==> src/rtl/traffic_controller.sv <==
// Main/side intersection controller with pedestrian walk phase.
// Registered lamp vector and phase code; timing derived from a shared tick prescaler.
module traffic_controller #(
    parameter int TICK_DIV = 100,
    parameter int T_MG     = 6,
    parameter int T_Y      = 2,
    parameter int T_AR     = 1,
    parameter int T_SG     = 4,
    parameter int T_WALK   = 3
) (
    input  logic       clk,
    input  logic       reset,
    input  logic       car_sense,
    input  logic       walk_btn,
    output logic [6:0] signal,
    output logic [2:0] phase
);

    localparam int T_MAX_A = (T_MG > T_Y) ? T_MG : T_Y;
    localparam int T_MAX_B = (T_AR > T_SG) ? T_AR : T_SG;
    localparam int T_MAX_C = (T_MAX_A > T_MAX_B) ? T_MAX_A : T_MAX_B;
    localparam int T_MAX   = (T_MAX_C > T_WALK) ? T_MAX_C : T_WALK;
    localparam int TW      = $clog2(T_MAX + 1);
    localparam int PW      = (TICK_DIV > 1) ? $clog2(TICK_DIV) : 1;

    localparam logic [PW-1:0] PRESC_LAST = PW'(TICK_DIV - 1);
    localparam logic [TW-1:0] MG_SAT     = TW'(T_MG);
    localparam logic [TW-1:0] Y_LAST     = TW'(T_Y - 1);
    localparam logic [TW-1:0] AR_LAST    = TW'(T_AR - 1);
    localparam logic [TW-1:0] SG_LAST    = TW'(T_SG - 1);
    localparam logic [TW-1:0] WALK_LAST  = TW'(T_WALK - 1);

    // Lamp bits: [0] r_m, [1] y_m, [2] g_m, [3] r_s, [4] y_s, [5] g_s, [6] walk
    localparam logic [6:0] L_MG   = 7'b0001100;
    localparam logic [6:0] L_MY   = 7'b0001010;
    localparam logic [6:0] L_AR   = 7'b0001001;
    localparam logic [6:0] L_SG   = 7'b0100001;
    localparam logic [6:0] L_SY   = 7'b0010001;
    localparam logic [6:0] L_WALK = 7'b1001001;

    typedef enum logic [2:0] {
        S_MG   = 3'd0,
        S_MY   = 3'd1,
        S_ARM  = 3'd2,
        S_SG   = 3'd3,
        S_SY   = 3'd4,
        S_ARS  = 3'd5,
        S_WALK = 3'd6
    } state_t;

    state_t        state_q, state_d;
    logic [PW-1:0] presc_q, presc_d;
    logic [TW-1:0] tick_cnt_q, tick_cnt_d;
    logic          side_req_q, side_req_d;
    logic          walk_req_q, walk_req_d;
    logic [6:0]    signal_q, signal_d;
    logic [2:0]    phase_q, phase_d;
    logic          tick;
    logic          changing;

    function automatic logic [6:0] lamp(input state_t s);
        case (s)
            S_MG:    lamp = L_MG;
            S_MY:    lamp = L_MY;
            S_ARM:   lamp = L_AR;
            S_SG:    lamp = L_SG;
            S_SY:    lamp = L_SY;
            S_ARS:   lamp = L_AR;
            S_WALK:  lamp = L_WALK;
            default: lamp = L_MG;
        endcase
    endfunction

    assign tick = (presc_q == PRESC_LAST);

    always_comb begin
        state_d = state_q;
        case (state_q)
            S_MG: begin
                if ((tick_cnt_q == MG_SAT) && (side_req_q || walk_req_q)) begin
                    state_d = S_MY;
                end
            end
            S_MY: begin
                if (tick && (tick_cnt_q == Y_LAST)) state_d = S_ARM;
            end
            S_ARM: begin
                if (tick && (tick_cnt_q == AR_LAST)) begin
                    state_d = side_req_q ? S_SG : S_WALK;
                end
            end
            S_SG: begin
                if (tick && (tick_cnt_q == SG_LAST)) state_d = S_SY;
            end
            S_SY: begin
                if (tick && (tick_cnt_q == Y_LAST)) state_d = S_ARS;
            end
            S_ARS: begin
                if (tick && (tick_cnt_q == AR_LAST)) begin
                    state_d = walk_req_q ? S_WALK : S_MG;
                end
            end
            S_WALK: begin
                if (tick && (tick_cnt_q == WALK_LAST)) state_d = S_MG;
            end
            default: state_d = S_MG;
        endcase
    end

    // Timers restart on every state change so each phase gets its full duration.
    always_comb begin
        changing   = (state_d != state_q);
        presc_d    = presc_q + PW'(1);
        tick_cnt_d = tick_cnt_q;
        if (changing || tick) begin
            presc_d = '0;
        end
        if (changing) begin
            tick_cnt_d = '0;
        end else if (tick && !((state_q == S_MG) && (tick_cnt_q == MG_SAT))) begin
            tick_cnt_d = tick_cnt_q + TW'(1);
        end
    end

    // Entering the serving state clears its request even if the input is still high.
    always_comb begin
        side_req_d = side_req_q | car_sense;
        walk_req_d = walk_req_q | walk_btn;
        if ((state_d == S_SG) && (state_q != S_SG)) begin
            side_req_d = 1'b0;
        end
        if ((state_d == S_WALK) && (state_q != S_WALK)) begin
            walk_req_d = 1'b0;
        end
        signal_d = lamp(state_d);
        phase_d  = state_d;
    end

    always_ff @(posedge clk) begin
        if (!reset) begin
            state_q    <= S_MG;
            presc_q    <= '0;
            tick_cnt_q <= '0;
            side_req_q <= 1'b0;
            walk_req_q <= 1'b0;
            signal_q   <= L_MG;
            phase_q    <= 3'd0;
        end else begin
            state_q    <= state_d;
            presc_q    <= presc_d;
            tick_cnt_q <= tick_cnt_d;
            side_req_q <= side_req_d;
            walk_req_q <= walk_req_d;
            signal_q   <= signal_d;
            phase_q    <= phase_d;
        end
    end

    assign signal = signal_q;
    assign phase  = phase_q;

endmodule
==> config.mk <==
export PLATFORM = sky130hd
export DESIGN_NAME = traffic_controller
export DESIGN_NICKNAME = d
export VERILOG_FILES = /design/src/rtl/traffic_controller.sv
export SDC_FILE = /design/constraint.sdc
export NUM_CORES = 1
export LEC_CHECK = 0
export ABC_AREA = 1
export CORE_MARGIN = 3
export CORE_UTILIZATION = 45
export DETAILED_ROUTE_END_ITERATION = 10
export PLACE_DENSITY = 0.68
export SYNTH_ARGS = -nofsm -noshare
export SYNTH_HDL_FRONTEND = slang
export SYNTH_SLANG_ARGS = --single-unit
==> constraint.sdc <==
create_clock -name clk -period 2.54 [get_ports clk]
set_input_delay 0.508 -clock clk [delete_from_list [all_inputs] [get_ports clk]]
set_output_delay 0.508 -clock clk [all_outputs]
set_load 0.03 [all_outputs]
==> results.sh <==
export IMPL_ant_nets=0
export IMPL_r2r_start="presc_q[0]"
export IMPL_port_buffers=13
export IMPL_cp_start_kind="flop"
export IMPL_clkPwrFrac=0.407
export IMPL_core_mm2=0.00236
export IMPL_rsz0062_at_grt="no"
export IMPL_yosysTopAreaCell="dfxtp_1"
export IMPL_drt_initial_drc_count=45
export IMPL_synth_warnings=0
export IMPL_grt_use_total=0.153
export IMPL_peakVddDrop_uv=266
export IMPL_clk_latency_ps=310
export IMPL_final_area_mm2=0.00141
export IMPL_ys_ff_latch=22
export IMPL_antenna_found_initial=0
export IMPL_row_count=17
export IMPL_fin_skew_ps=9.00
export IMPL_p_per_area_mw_per_mm2=461
export IMPL_num_antenna_cells=0
export IMPL_grt_max_degree=14
export IMPL_syn_inst=165
export IMPL_die_w_um=57.4
export IMPL_p_total_w=0.000648
export IMPL_reg2reg_to="tick_cnt_q[1]"
export IMPL_cts_resized_gates=0
export IMPL_syn_area_per_cell_um2=7.20
export IMPL_synth_compound_area_frac=0.0453
export IMPL_ff2ff_path_depth=12
export IMPL_fp_dieH_um=57.4
export IMPL_min_delay_start="presc_q[0]"
export IMPL_synth_area_top_cells="dfxtp_1 (37%), nor2_1 (9.8%), nand2_1 (7.9%), nand3_1 (7.6%), inv_1 (7.3%)"
export IMPL_power_net_switching_w=0.000124
export IMPL_p_seq_frac=0.552
export IMPL_postPlaceCellArea_mm2=0.00135
export IMPL_drive_gt1_frac=0.132
export IMPL_hold_viol=0
export IMPL_overflow=0
export IMPL_switching_share=0.191
export IMPL_synthMostInstantiatedCell="nor2_1"
export IMPL_hold_buffers=0
export IMPL_synth_top_family_by_area="simple AND/OR/NAND/NOR gates"
export IMPL_wl_per_cell_um=11.0
export IMPL_postCtsSetupBuffers=0
export IMPL_synth_edf_count=0
export IMPL_power_internal_w=0.000524
export IMPL_synth_xor_area_frac=0.0368
export IMPL_crit_family="buffers and inverters"
export IMPL_async_reset_ff_frac=0
export IMPL_period_minus_slack_ps=2060
export IMPL_cpMaxStageDelayCell="clkdlybuf4s50_1"
export IMPL_layoutNonFillerInstCount=210
export IMPL_synth_top_cell_area_share=0.371
export IMPL_clk_path_buf_depth=2
export IMPL_layout_nets=193
export IMPL_final_max_slew_violation_count=0
export IMPL_path_cells="clkdlybuf4s50_1"
export IMPL_combinationalPowerShare=0.042
export IMPL_clkSinkCount=22
export IMPL_pin_count=14
export IMPL_synthAdderAreaFrac=0.0632
export IMPL_finalSetupTns_ps=0
export IMPL_synth_top_cells_by_count="nor2_1 (31), nand2_1 (25), inv_1 (23), dfxtp_1 (22), nand3_1 (18)"
export IMPL_totalWireLength_um=2310
export IMPL_leakagePower_nw=0.610
export IMPL_synth_mux_area_fraction=0
export IMPL_synth_nets=175
export IMPL_max_stage_delay_ps=730
export IMPL_max_slew_margin=0.777
export IMPL_drtPass1Iterations=4
export IMPL_htree_num_levels=1
export IMPL_drc=0
export IMPL_status="completed"
export IMPL_grt_pass1_vias=949
export IMPL_synthSimpleGateAreaFrac=0.399
export IMPL_cp_max_fo=7
export IMPL_post_route_period_util=0.812
export IMPL_worst_slack_ps=477
export IMPL_cp_end_kind="output port"
export IMPL_maxCapViolations=0
export IMPL_synth_cell_types=21
export IMPL_dp_cells=206
export IMPL_place_hpwl_um=1920
export IMPL_yosysSeqAreaShare=0.371
export IMPL_netlist_area_mm2=0.00119
export IMPL_vias=1056
export IMPL_hold_class="reg -> reg"
export IMPL_synth_ff_type="dfxtp_1"
export IMPL_dieArea_mm2=0.00329
export IMPL_place_congestion=0.937
export IMPL_worstMarginPinSlew_ps=333
export IMPL_setup_viol=0
export IMPL_root_buffer="clkbuf_4"
export IMPL_required_ps=2030
export IMPL_synthToLayoutAreaGrowth_pct=18.3
export IMPL_cts_buffers_inserted=3
export IMPL_viasPerCell=5.03
export IMPL_max_freq_mhz=485
export IMPL_cts_tree="built"
export IMPL_grt_first_pass_wirelength_um=4080
export IMPL_ff2ff_setup_slack_ps=580
export IMPL_crit_arrival_ps=1560
export IMPL_start_util=0.503
export IMPL_critPathKind="reg -> out"
export IMPL_clkTransAtPathRegs_ps=120
export IMPL_whs_path_depth=1
export IMPL_place_worst_setup_slack_ps=588
export IMPL_holdPathEnd="presc_q[0]"
export IMPL_cp_num_buf_inv=1
[cell type report]
type,count,area (µm²)
Sequential cell,22,440
Timing Repair Buffer,13,130
Clock inverter,1,30.0
Clock buffer,3,22.5
Inverter,27,101
Multi-Input combinational cell,116,647
Fill cell,218,955
Tap cell,28,35.0
[metrics by stage]
step	hold slack, ps	util
after floorplan	418	-
after global placement	440	0.573
after detailed placement	447	0.573
after CTS	465	0.596
after global routing	477	0.596
final	456	0.596
[cell usage in the layout, fill, tap and decap left out, types with 6 or more instances in the layout]
| cell type | instances |
|---|---|
| nand3_1 | 18 |
| clkdlybuf4s50_1 | 13 |
| dfxtp_1 | 22 |
| a21oi_1 | 7 |
| inv_1 | 23 |
| nor2_1 | 31 |
| ha_1 | 6 |
| nand2_1 | 25 |
[sequential cells by signal (all words and copies together) (netlist names)]
name        flops
phase           3
signal          7
presc_q         7
tick_cnt_q      3
side_req_q      1
walk_req_q      1
[metal layers]
metal,vias up,track usage,share of wire
li1,558,-,-
met1,471,0.214,0.49
met3,4,0.0271,0.036
met5,-,0,0
met2,23,0.240,0.46
met4,0,0.0397,0.011
[kinds of logic after synthesis]
kind of cell	count (synthesis)
AOI/OAI and AO/OA	9
and+or+nand+nor	96
DFF	22
xor gates and xnor gates	5
buffers and inverters	27
adders and majority gates	6
[how the worst max path moves through the flow]
stage                     slack (ps)  cells past startpoint       endpoint  startpoint
after CTS                        460                      1       phase[0]    phase[0]
after global placement           640                     11  tick_cnt_q[1]  presc_q[0]
final                            480                      1       phase[0]    phase[0]
after global routing             310                     12  tick_cnt_q[1]  presc_q[0]
after floorplan                  830                     10  tick_cnt_q[0]    phase[2]
after detailed placement         590                     12  tick_cnt_q[1]  presc_q[0]
[power by group through the flow]
stage	sequential (W)	combinational (W)	clock, W
floorplan	0.000364	0.0000184	0
global placement	0.000365	0.0000264	0
detailed placement	0.000365	0.0000270	0
CTS	0.000358	0.0000272	0.000275
global route	0.000359	0.0000308	0.000287
finish	0.000358	0.0000269	0.000263
No activity file was read; power rests on OpenSTA's default activity.
